==> src/rtl/ser_frame_rx.sv <==
// Serial frame receiver: hunts for a sync word, deserializes one data word plus
// optional parity, and hands words out through a 2-entry valid/ready buffer.
module ser_frame_rx #(
  parameter int                DATA_W     = 8,
  parameter int                SYNC_W     = 8,
  parameter logic [SYNC_W-1:0] SYNC_PAT   = 8'hA5,
  parameter bit                PARITY_EN  = 1'b1,
  parameter bit                ODD_PARITY = 1'b0
) (
  input  logic              clk_i,
  input  logic              rst_i,
  input  logic              sdata_i,
  input  logic              svalid_i,
  output logic [DATA_W-1:0] data_o,
  output logic              perr_o,
  output logic              valid_o,
  input  logic              ready_i,
  output logic              locked_o,
  output logic              ovf_o
);

  // state | meaning
  // HUNT  | shifting strobed bits through the sync reg looking for SYNC_PAT
  // DATA  | collecting DATA_W data bits, MSB first
  // PAR   | waiting for the parity bit
  typedef enum logic [1:0] {ST_HUNT, ST_DATA, ST_PAR} state_t;

  localparam int FW = $clog2(SYNC_W + 1);
  localparam int BW = $clog2(DATA_W + 1);

  state_t              state_q, state_d;
  logic [SYNC_W-1:0]   sync_q, sync_d;
  logic [FW-1:0]       fill_q, fill_d;
  logic [BW-1:0]       bcnt_q, bcnt_d;
  logic [DATA_W-1:0]   shft_q, shft_d;
  logic                locked_q, locked_d;

  logic [SYNC_W-1:0]   sync_shift;
  logic [FW-1:0]       fill_inc;
  logic [DATA_W-1:0]   data_shift;
  logic                done;
  logic [DATA_W-1:0]   done_data;
  logic                done_perr;

  logic [1:0]          cnt_q, cnt_d;
  logic [DATA_W-1:0]   out_data_q, out_data_d;
  logic                out_perr_q, out_perr_d;
  logic [DATA_W-1:0]   e1_data_q, e1_data_d;
  logic                e1_perr_q, e1_perr_d;
  logic                ovf_q, ovf_d;
  logic                pop;

  always_comb begin
    sync_shift = SYNC_W'({sync_q, sdata_i});
    data_shift = DATA_W'({shft_q, sdata_i});
    fill_inc   = (fill_q == FW'(SYNC_W)) ? fill_q : fill_q + FW'(1);

    state_d   = state_q;
    sync_d    = sync_q;
    fill_d    = fill_q;
    bcnt_d    = bcnt_q;
    shft_d    = shft_q;
    done      = 1'b0;
    done_data = shft_q;
    done_perr = 1'b0;

    if (svalid_i) begin
      case (state_q)
        ST_HUNT: begin
          sync_d = sync_shift;
          fill_d = fill_inc;
          if ((sync_shift == SYNC_PAT) && (fill_inc == FW'(SYNC_W))) begin
            state_d = ST_DATA;
            bcnt_d  = '0;
          end
        end
        ST_DATA: begin
          shft_d = data_shift;
          bcnt_d = bcnt_q + BW'(1);
          if (bcnt_q == BW'(DATA_W - 1)) begin
            if (PARITY_EN) begin
              state_d = ST_PAR;
            end else begin
              done      = 1'b1;
              done_data = data_shift;
              state_d   = ST_HUNT;
              sync_d    = '0;
              fill_d    = '0;
            end
          end
        end
        ST_PAR: begin
          done      = 1'b1;
          done_data = shft_q;
          done_perr = (^{shft_q, sdata_i}) ^ ODD_PARITY;
          state_d   = ST_HUNT;
          sync_d    = '0;
          fill_d    = '0;
        end
        default: begin
          state_d = ST_HUNT;
          sync_d  = '0;
          fill_d  = '0;
        end
      endcase
    end

    locked_d = (state_d == ST_DATA) || (state_d == ST_PAR);
  end

  // Head entry lives directly in the output registers; e1 is the second slot.
  always_comb begin
    pop        = (cnt_q != 2'd0) && ready_i;
    cnt_d      = cnt_q;
    out_data_d = out_data_q;
    out_perr_d = out_perr_q;
    e1_data_d  = e1_data_q;
    e1_perr_d  = e1_perr_q;
    ovf_d      = 1'b0;

    case (cnt_q)
      2'd0: begin
        if (done) begin
          out_data_d = done_data;
          out_perr_d = done_perr;
          cnt_d      = 2'd1;
        end
      end
      2'd1: begin
        if (done && pop) begin
          out_data_d = done_data;
          out_perr_d = done_perr;
        end else if (done) begin
          e1_data_d = done_data;
          e1_perr_d = done_perr;
          cnt_d     = 2'd2;
        end else if (pop) begin
          cnt_d = 2'd0;
        end
      end
      default: begin
        if (pop) begin
          out_data_d = e1_data_q;
          out_perr_d = e1_perr_q;
          if (done) begin
            e1_data_d = done_data;
            e1_perr_d = done_perr;
          end else begin
            cnt_d = 2'd1;
          end
        end else if (done) begin
          ovf_d = 1'b1;
        end
      end
    endcase
  end

  always_ff @(posedge clk_i or negedge rst_i) begin
    if (!rst_i) begin
      state_q    <= ST_HUNT;
      sync_q     <= '0;
      fill_q     <= '0;
      bcnt_q     <= '0;
      shft_q     <= '0;
      locked_q   <= 1'b0;
      cnt_q      <= 2'd0;
      out_data_q <= '0;
      out_perr_q <= 1'b0;
      e1_data_q  <= '0;
      e1_perr_q  <= 1'b0;
      ovf_q      <= 1'b0;
    end else begin
      state_q    <= state_d;
      sync_q     <= sync_d;
      fill_q     <= fill_d;
      bcnt_q     <= bcnt_d;
      shft_q     <= shft_d;
      locked_q   <= locked_d;
      cnt_q      <= cnt_d;
      out_data_q <= out_data_d;
      out_perr_q <= out_perr_d;
      e1_data_q  <= e1_data_d;
      e1_perr_q  <= e1_perr_d;
      ovf_q      <= ovf_d;
    end
  end

  assign data_o   = out_data_q;
  assign perr_o   = out_perr_q;
  assign valid_o  = (cnt_q != 2'd0);
  assign locked_o = locked_q;
  assign ovf_o    = ovf_q;

endmodule

==> config.mk <==
export PLATFORM = sky130hd
export DESIGN_NAME = ser_frame_rx
export DESIGN_NICKNAME = d
export VERILOG_FILES = /design/src/rtl/ser_frame_rx.sv
export SDC_FILE = /design/constraint.sdc
export NUM_CORES = 1
export LEC_CHECK = 0
export BUFFER_PORTS_ARGS = -buffer_cell sky130_fd_sc_hd__buf_2
export CAP_MARGIN = 25
export CORE_MARGIN = 5
export CORE_UTILIZATION = 59
export DETAILED_ROUTE_END_ITERATION = 6
export PLACE_DENSITY = 0.86
export SLEW_MARGIN = 25
export SYNTH_ARGS = -nofsm -noshare
export SYNTH_HDL_FRONTEND = slang
export SYNTH_SLANG_ARGS = --single-unit
==> constraint.sdc <==
create_clock -name clk_i -period 1.9 [get_ports clk_i]
set_input_delay 0.19 -clock clk_i [delete_from_list [all_inputs] [get_ports clk_i]]
set_output_delay 0.19 -clock clk_i [all_outputs]
set_load 0.01 [all_outputs]
==> results.cfg <==
[hold_path]
hp-start = ready_i
min_path_type = in2reg
hold_end = ovf_o
min_path_cells = 2

[detailed_routing]
vias_per_cell = 5.54
drt_iter0_drc = 93
vias = 1624
drc = 0
post_drt_wl_per_cell_um = 14.2
antenna_left = 0
wirelength_um = 4150
dr.pass1.iters = 4

[floorplan]
row_count = 22
coreArea_mm2 = 0.00369
die_h_um = 71.9
dieArea_mm2 = 0.00517
die_x_um = 71.9
start_util = 0.613
io_pins = 17

[clocking]
h-tree-depth = 2
ctsRootBufferMaster = clkbuf_8
numCtsBuffers = 5
clkTransAtPathRegs_ns = 0.08
clk_latency_ns = 0.30
cts_max_path_buffers = 2
cts_tree = built
cts.sinks = 47

[setup_path]
ff2ff_path_depth = 7
cp.required_ns = 2.08
critPathTopFamily = simple AND/OR/NAND/NOR gates
slowest_delay_ns = 0.41
r2r-end = bcnt_q[0]
slowest_stage = dfrtp_2
rrSetupSlack_ns = 0.11
worstSetupEndpointType = register
r2r-start = fill_q[0]
criticalPathCategory = reg2reg
cp-start-kind = register
crit_chain = inv_1, ha_1, nor4_2, nand3_1, nor4_4, buf_4, o21ai_1
arrival_ns = 1.97
crit_fanout = 6
path_buf_inv = 2

[power_and_ir_drop]
seq_power_share = 0.502
clkPwrFrac = 0.303
p_int_mw = 1.66
power_density_mw_per_mm2 = 908
ir_drop_uv = 547
leakage_nw = 1.25
power_mw = 2.31
p_sw_frac = 0.280
p_sw_uw = 648
power_frac_comb = 0.195

[yosys]
synth_warnings = 0
synth_area_leaders = dfrtp_1 52%, nand2_1 7.0%, mux2i_1 4.4%
ys_top_cells_by_count = 47 x dfrtp_1, 42 x nand2_1, 14 x inv_1
ys_async_sr_fraction = 1.00
synth-edff-count = 0
ys_seq_area_frac = 0.520
syn_avg_cell_area_um2 = 10.2
synth_top_cell_area_share = 0.520
synthesis.area_mm2 = 0.00226
synth.net_count = 230
synth_cell_type_count = 41
yosysMostFrequentCell = dfrtp_1
synth_top_area_cell = dfrtp_1
ys.flop_type = dfrtp_1
ys_ff_latch = 47
syn_inst = 222

[job]
cap_violations = 0

[timing]
setup_tns_ns = 0
min_period_ns = 1.79
relSlewSlack = 0.657
worst_hold_slack_ns = 0.0989
min_period_over_period = 0.940
finalHoldViolations = 0
tightestPinTransition_ns = 0.514
slew_viol_final = 0
fin_skew_ns = 0.00838
setup_violations = 0
rsz0062_at_grt = false
max_freq_ghz = 0.560

[final_layout]
finish.utilization = 0.690
drive_gt1_frac = 0.200
diodes = 0
area_growth_pct = 12.6
multiInputGateArea_um2 = 971
regArea_mm2 = 0.00118
n_fill_cell = 272
fin_area_mm2 = 0.00254
nNetsFinal = 253

[placement]
port_buffers = 16
postPlaceCellArea_mm2 = 0.00240
dp_hpwl_um = 2950
gp_congestion = 0.918

[global_route]
grt_overflow = 0
groute.usage.overall = 0.177
antenna_found_initial = 0
grt_max_degree = 25
grt_pass1_wl_um = 7170
grt_pass1_vias = 1586

[status]
status = completed
[layout make-up]
class,instances,area share
clock buffers,6,0.0285
clock inverters,1,0.0118
inverters,14,0.0207
multi-input cells,148,0.382
flip-flops and latches,47,0.463
well taps,48,0.0236
repair buffers,29,0.0708
[power by group through the flow]
stage | combinational (mW) | clock, mW | sequential (mW)
2_1_floorplan | 0.315 | 0 | 1.15
3_3_place_gp | 0.375 | 0 | 1.17
3_5_place_dp | 0.397 | 0 | 1.17
4_1_cts | 0.403 | 0.713 | 1.15
5_1_grt | 0.507 | 0.752 | 1.17
6_report | 0.451 | 0.701 | 1.16
[placed cells by master, fill, tap and decap left out, drive strengths merged, types with 2 or more instances in the layout]
master and n:
nor3b 2, ha 3, nand3 4, clkbuf 6, o22ai 12, xnor2 5, nor3 3, nand2b 4
buf 28, nand2 43, mux2 8, dfrtp 47, nor2 5, a21o 2, a21oi 5, mux2i 10
inv 14, a22oi 9, o31a 2, o21ai 15, xor2 4, nor4 2
[per-layer routing]
metal | track usage | vias up | part of all wire | wire, µm
met3 | 0.0533 | 5 | 0.049 | 205
met1 | 0.241 | 775 | 0.46 | 1930
li1 | - | 807 | - | -
met4 | 0.0647 | 0 | 0.011 | 44
met5 | 0 | - | 0 | 0
met2 | 0.267 | 37 | 0.48 | 1970
[cell families after synthesis]
group | after synthesis | synth area share
and+or+nand+nor | 69 | 0.147
AOI/OAI and AO/OA | 48 | 0.134
DFF | 47 | 0.520
buffers and inverters | 27 | 0.0526
muxes | 18 | 0.0842
xor gates and xnor gates | 10 | 0.0448
adders and majority gates | 3 | 0.0166
[what timing repair did]
item,CTS,global route
setup buffers,0,3
hold endpoints to repair,22,0
hold buffers,1,0
resized for setup,0,4
endpoints found under the setup margin,0,2
[registers in the layout, indices dropped and copies added (netlist names)]
register / count
data_o: 8
state_q: 2
shft_q: 8
ovf_o: 1
bcnt_q: 4
e1_data_q: 8
e1_perr_q: 1
sync_q: 7
cnt_q: 2
locked_o: 1
fill_q: 4
perr_o: 1
[metrics by stage]
stage / setup slack (ns) / instances
floorplan: 0.335 / 222
global placement: 0.214 / 282
detailed placement: 0.111 / 282
CTS: 0.0973 / 290
global route: 0.0262 / 293
finish: 0.114 / 293
[worst max-delay path by stage]
stage / cells after the start / from / to / slack [ns]
after floorplan: 6 / fill_q[0] / bcnt_q[0] / 0.34
after global placement: 7 / fill_q[0] / bcnt_q[1] / 0.21
after detailed placement: 7 / fill_q[0] / bcnt_q[1] / 0.11
after CTS: 7 / fill_q[0] / bcnt_q[1] / 0.1
after global routing: 7 / fill_q[0] / bcnt_q[0] / 0.03
final: 7 / fill_q[0] / bcnt_q[0] / 0.11
No activity file was read; power rests on OpenSTA's default activity.
